--- src/rtl/timer_dev.sv ---
// timer_dev: 32-bit down-counting timer with a small register file
// (CTRL / PRESET / COUNT) and a maskable interrupt request.
// The counter walks IDLE -> LOAD -> CNT -> INT; INT either stops the timer
// (one-shot) or reloads it (auto-reload).
module timer_dev (
  input  logic        clk,
  input  logic        rst,
  input  logic [1:0]  Addr,
  input  logic        We,
  input  logic [31:0] DIn,
  output logic [31:0] DOut,
  output logic        IRQ
);

  localparam logic [1:0] ADDR_CTRL   = 2'd0;
  localparam logic [1:0] ADDR_PRESET = 2'd1;
  localparam logic [1:0] ADDR_COUNT  = 2'd2;

  typedef enum logic [1:0] {
    IDLE = 2'd0,
    LOAD = 2'd1,
    CNT  = 2'd2,
    INT  = 2'd3
  } state_t;

  state_t      state_r;
  state_t      state_nxt_s;
  logic [3:0]  ctrl_r;
  logic [3:0]  ctrl_fsm_s;
  logic [3:0]  ctrl_nxt_s;
  logic [31:0] preset_r;
  logic [31:0] count_r;
  logic [31:0] count_nxt_s;
  logic        irq_flag_r;
  logic        irq_flag_fsm_s;
  logic        irq_flag_nxt_s;
  logic        irq_r;
  logic        ctrl_we_s;
  logic        preset_we_s;
  logic        enable_s;
  logic        reload_mode_s;
  logic        count_zero_s;

  assign ctrl_we_s     = We && (Addr == ADDR_CTRL);
  assign preset_we_s   = We && (Addr == ADDR_PRESET);
  assign enable_s      = ctrl_r[0];
  // Only mode 1 reloads; modes 2 and 3 fall back to one-shot behaviour.
  assign reload_mode_s = (ctrl_r[2:1] == 2'b01);
  assign count_zero_s  = (count_r == 32'd0);

  // State register.
  always_ff @(posedge clk or posedge rst) begin
    if (rst) begin
      state_r <= IDLE;
    end else begin
      state_r <= state_nxt_s;
    end
  end

  // Next-state decision for the counting sequence.
  always_comb begin
    state_nxt_s = state_r;
    case (state_r)
      IDLE: begin
        if (enable_s) state_nxt_s = LOAD;
        else          state_nxt_s = IDLE;
      end
      LOAD: state_nxt_s = CNT;
      CNT: begin
        if (!enable_s)         state_nxt_s = IDLE;
        else if (count_zero_s) state_nxt_s = INT;
        else                   state_nxt_s = CNT;
      end
      INT: begin
        if (reload_mode_s) state_nxt_s = LOAD;
        else               state_nxt_s = IDLE;
      end
      default: state_nxt_s = IDLE;
    endcase
  end

  // State-driven updates of COUNT, CTRL[0] and irq_flag.
  always_comb begin
    count_nxt_s    = count_r;
    ctrl_fsm_s     = ctrl_r;
    irq_flag_fsm_s = irq_flag_r;
    case (state_r)
      IDLE: count_nxt_s = count_r;
      LOAD: count_nxt_s = preset_r;
      CNT: begin
        if (enable_s && count_zero_s) begin
          irq_flag_fsm_s = 1'b1;
        end else if (enable_s) begin
          // Decrement only when non-zero, so COUNT can never wrap.
          count_nxt_s = count_r - 32'd1;
        end else begin
          count_nxt_s = count_r;
        end
      end
      INT: begin
        if (reload_mode_s) begin
          irq_flag_fsm_s = 1'b0;
        end else begin
          ctrl_fsm_s[0] = 1'b0;
        end
      end
      default: count_nxt_s = count_r;
    endcase
  end

  // A CTRL write overrides the state-driven Enable clear and clears irq_flag.
  assign ctrl_nxt_s     = ctrl_we_s ? DIn[3:0] : ctrl_fsm_s;
  assign irq_flag_nxt_s = ctrl_we_s ? 1'b0     : irq_flag_fsm_s;

  // Register file, counter, flag and the registered interrupt output.
  always_ff @(posedge clk or posedge rst) begin
    if (rst) begin
      ctrl_r     <= 4'd0;
      preset_r   <= 32'd0;
      count_r    <= 32'd0;
      irq_flag_r <= 1'b0;
      irq_r      <= 1'b0;
    end else begin
      ctrl_r     <= ctrl_nxt_s;
      count_r    <= count_nxt_s;
      irq_flag_r <= irq_flag_nxt_s;
      // IRQ tracks irq_flag & CTRL[3] from flops only, no path from DIn/We.
      irq_r      <= irq_flag_nxt_s & ctrl_nxt_s[3];
      if (preset_we_s) preset_r <= DIn;
      else             preset_r <= preset_r;
    end
  end

  // Combinational read mux.
  always_comb begin
    DOut = 32'd0;
    case (Addr)
      ADDR_CTRL:   DOut = {28'd0, ctrl_r};
      ADDR_PRESET: DOut = preset_r;
      ADDR_COUNT:  DOut = count_r;
      default:     DOut = 32'd0;
    endcase
  end

  assign IRQ = irq_r;

endmodule

--- config.mk ---
export PLATFORM = sky130hd
export DESIGN_NAME = timer_dev
export DESIGN_NICKNAME = d
export VERILOG_FILES = /design/src/rtl/timer_dev.sv
export SDC_FILE = /design/constraint.sdc
export NUM_CORES = 1
export LEC_CHECK = 0
export ABC_AREA = 0
export CAP_MARGIN = 10
export CORE_UTILIZATION = 35
export CTS_CLUSTER_SIZE = 25
export DETAILED_ROUTE_END_ITERATION = 10
export GPL_ROUTABILITY_DRIVEN = 0
export GPL_TIMING_DRIVEN = 0
export PLACE_DENSITY_LB_ADDON = 0.08
export SETUP_SLACK_MARGIN = 0.5
export SLEW_MARGIN = 40
export SYNTH_ARGS = -nofsm -noshare
export SYNTH_HDL_FRONTEND = slang
export SYNTH_SLANG_ARGS = --single-unit
export TNS_END_PERCENT = 30
--- constraint.sdc ---
create_clock -name clk -period 2.37 [get_ports clk]
set_input_delay 0.474 -clock clk [delete_from_list [all_inputs] [get_ports clk]]
set_output_delay 0.474 -clock clk [all_outputs]
set_load 0.02 [all_outputs]
==> reports/summary.md <==
The run finished, with violations left. The final reports fail on DRC. Power per cell area: 1050 mW/mm². The synthesized design contains 0 enable-type register cells. The tree built by TritonCTS fans out to 72 sinks. The tightest min-delay check is of the input port to async pin type. Clock skew on the completed layout was measured at 7.49 ps.

The number of library cell types mapped by synthesis was 54; the post-route clock period utilization was 0.983. The mean routed wirelength per cell came out at 21.9 µm. For this run, the leading register cell type out of synthesis is sky130_fd_sc_hd__dfrtp_1. TritonCTS built the clock tree. The cell type with the largest total area after synthesis is sky130_fd_sc_hd__dfrtp_1.

In this run the worst path has a maximum fanout of 5. Averaged over all synthesized cells, the footprint is 10.1 µm². The tools report the number of violations of the max-capacitance limit as 0. In this run the horizontal extent of the chip is 111 µm. The tools report the worst slack on hold paths as 457 ps. Setup repair after global routing could not meet its margin everywhere. The required time of the worst setup path was 2600 ps.

From synthesis to final layout, the design area changed by 50.4%. The clock passes through at most 2 buffers. The first global-routing pass estimated 23500 µm of wire. Counting every net in the synthesized netlist gives 455. For the global-route usage over all layers, the log shows 0.250.

The die area was 0.0124 mm². Level count of the clock H-tree: 3. The worst setup path is of the register to register kind.

By area the synthesized netlist is led by sky130_fd_sc_hd__dfrtp_1 (43%), sky130_fd_sc_hd__mux2_2 (9.4%), sky130_fd_sc_hd__a22o_1 (6.1%). Number of buffers inserted for hold repair after clock tree synthesis: 0. Buffers inserted during clock tree synthesis total 9. The tools report the total number of vias as 4203. IR analysis of the VDD net gives a maximum drop of 0.638 mV. The worst setup path is captured at a register. Before antenna repair, the detailed router went through 8 iterations. Input and output buffers added on the ports amount to 68.

For the number of antenna violations at the first check in global routing, the log shows 0. The tools report the final routed wirelength across all metal layers as 15000 µm. The post-route antenna net violation count came out at 0. The number of pins exceeding their max-slew limit in the final report came out at 0.

After detailed routing, the number of vias per cell comes to 6.15. The share of total power in combinational logic is 0.481, and the number of core rows is 39. The part of the power in registers came out at 0.330. Summed over all nets, the switching power comes to 0.00272 W.

The initial detailed-routing violation count is 273, and the clock network fraction of total power is 0.189. The shortest clock period the worst path allows after layout is 2330 ps. 0 antenna diodes ended up in the layout. The transition at the pin with the smallest max-transition slack works out to 694 ps. Total power for the finished layout comes to 0.00664 W. During I/O placement, the number of pins put on the boundary was 70. Across all register-to-register paths, the minimum setup slack is 40 ps.

After detailed routing, the number of remaining DRC violations is 3. The number of failing hold endpoints at the final stage was 0. The flip-flop and latch count after synthesis is 72. The fraction of registers with async set or reset after synthesis is 1.00. STA puts the critical path data arrival time at 2560 ps. The run gives 0.00392 W as the internal power.

The number of global-route vias before repair came out at 4219. Timing would allow up to 429 MHz. The tools report the sequential cell area fraction in the yosys report as 0.430. STA classifies the critical path startpoint as a register.

For the pin count of the biggest net entering global routing, the log shows 25. The proportion of total power due to net switching was 0.410; the summed instance area of the synthesized netlist was 0.00419 mm². The cell count after synthesis came out at 416.

In this run the clock root is driven by a sky130_fd_sc_hd__clkbuf_16. The share of the synthesized area in the top cell type was 0.430; the total overflow reported by the global router was 0. The fraction of layout cells with a size suffix above 1 works out to 0.346. The count of synthesis-stage warnings from yosys is 0, and the vertical die dimension is 111 µm.

The static leakage came out at 2.56 nW. The logs give 0.0116 mm² for the core area and 574 for the net count of the finished layout. Once detailed placement completed, the half-perimeter wirelength came to 9420 µm. The clock-pin transition on the worst setup and hold timing paths was 60 ps; the final number of setup-violating endpoints was 0. For the number of filler instances in the final layout, the log shows 1043.

The run gives 0.362 as the initial standard-cell utilization of the core. The headroom to the max-slew limit was 0.537. The run gives 350 ps as the source-to-sink clock delay at the later pin of the worst-skew pair.
-- power by group through the flow --
| stage | combinational (W) | clock, W | sequential (W) |
|---|---|---|---|
| final | 0.00320 | 0.00125 | 0.00219 |
| after global routing | 0.00339 | 0.00133 | 0.00225 |
| after CTS | 0.00287 | 0.00129 | 0.00217 |
| after detailed placement | 0.00248 | 0 | 0.00217 |
| after global placement | 0.00244 | 0 | 0.00215 |
| after floorplan | 0.00174 | 0 | 0.00200 |
-- critical path, stage by stage (launching register included) --
cell                      delay, ps
sky130_fd_sc_hd__dfrtp_2        440
sky130_fd_sc_hd__or4_4          560
sky130_fd_sc_hd__nor4_4         330
sky130_fd_sc_hd__buf_4          180
sky130_fd_sc_hd__nand4_1        120
sky130_fd_sc_hd__buf_6          170
sky130_fd_sc_hd__o221a_4        240
sky130_fd_sc_hd__o22a_1         180
-- kinds of logic after synthesis --
kind of cell / share of synthesized area
AND/OR/NAND/NOR: 0.153
multiplexers: 0.108
buffers and inverters: 0.0501
adder cells (fa/ha/maj): 0.00597
AO/OA/AOI/OAI: 0.252
flip-flops: 0.430
-- metal layers --
metal | wire (µm) | track usage | vias to the layer above | share of wire
met3 | 960 | 0.0599 | 51 | 0.064
met1 | 6580 | 0.325 | 2088 | 0.44
li1 | - | - | 1871 | -
met2 | 6820 | 0.391 | 193 | 0.46
met5 | 0 | 0 | - | 0
met4 | 612 | 0.120 | 0 | 0.041
-- through the flow --
step | utilization | setup slack [ps] | instances | setup TNS (ps) | area (µm²)
2_1_floorplan | - | 92.3 | 416 | 0 | 4200
3_3_place_gp | 0.437 | -1390 | 627 | -49280 | 5050
3_5_place_dp | 0.444 | -1440 | 630 | -52600 | 5140
4_1_cts | 0.525 | 146 | 676 | 0 | 6070
5_1_grt | 0.545 | -45.7 | 683 | -175 | 6310
6_report | 0.545 | 40.5 | 683 | 0 | 6310
-- repair_timing --
item                       CTS  global route
resized for setup          251            62
pin swaps                   31            41
cloned                       7             1
buffers inserted            23             6
setup endpoints to repair   98            95
-- cells in the final DEF, fill, tap and decap left out, types with 8 or more instances in the layout --
master,Yosys,routed
sky130_fd_sc_hd__a21oi_1,12,11
sky130_fd_sc_hd__clkbuf_16,0,21
sky130_fd_sc_hd__inv_1,9,8
sky130_fd_sc_hd__clkbuf_1,26,19
sky130_fd_sc_hd__mux2_2,35,35
sky130_fd_sc_hd__buf_4,1,21
sky130_fd_sc_hd__nand2_1,21,20
sky130_fd_sc_hd__buf_6,1,39
sky130_fd_sc_hd__a2bb2oi_1,17,16
sky130_fd_sc_hd__a221oi_1,14,10
sky130_fd_sc_hd__clkdlybuf4s50_1,0,35
sky130_fd_sc_hd__nor2_1,26,25
sky130_fd_sc_hd__clkbuf_2,0,8
sky130_fd_sc_hd__o21ai_0,18,16
sky130_fd_sc_hd__o22ai_1,11,11
sky130_fd_sc_hd__dfrtp_1,72,67
sky130_fd_sc_hd__nand3_1,11,10
sky130_fd_sc_hd__a22o_1,29,29
sky130_fd_sc_hd__nand4_1,12,12
-- synth_stat cells, types with 12 or more instances --
cell type / instances
sky130_fd_sc_hd__a221oi_1: 14
sky130_fd_sc_hd__a22o_1: 29
sky130_fd_sc_hd__clkbuf_1: 26
sky130_fd_sc_hd__mux2_2: 35
sky130_fd_sc_hd__dfrtp_1: 72
sky130_fd_sc_hd__nand2_1: 21
sky130_fd_sc_hd__nor2_1: 26
sky130_fd_sc_hd__a21oi_1: 12
sky130_fd_sc_hd__o21ai_0: 18
sky130_fd_sc_hd__nand4_1: 12
sky130_fd_sc_hd__a2bb2oi_1: 17
-- state kept, by name (all words and copies together) (netlist names) --
name	count
IRQ	1
ctrl_r	4
count_r	32
preset_r	32
state_r	2
irq_flag_r	1
-- worst paths after layout --
kind,startpoint,endpoint,cells past startpoint
worst max register to register,count_r[14],count_r[20],7
worst min-delay path,rst,preset_r[31],2
max in group asynchronous,rst,count_r[11],4
worst min register to register,preset_r[6],preset_r[6],1
min in group clk,Addr[1],ctrl_r[0],4
worst max-delay path,count_r[14],count_r[20],7
-- layout make-up --
cell class	count	area [µm²]	share of cell area
multi-input combinational	297	2400	0.381
sequential	72	1810	0.287
timing repair buffer	108	1220	0.194
tap	143	179	0.0284
inverter	9	37.5	0.00595
clock buffer	16	262	0.0415
buffer	38	395	0.0627
Note: power is estimated with default switching activity, not from simulation.
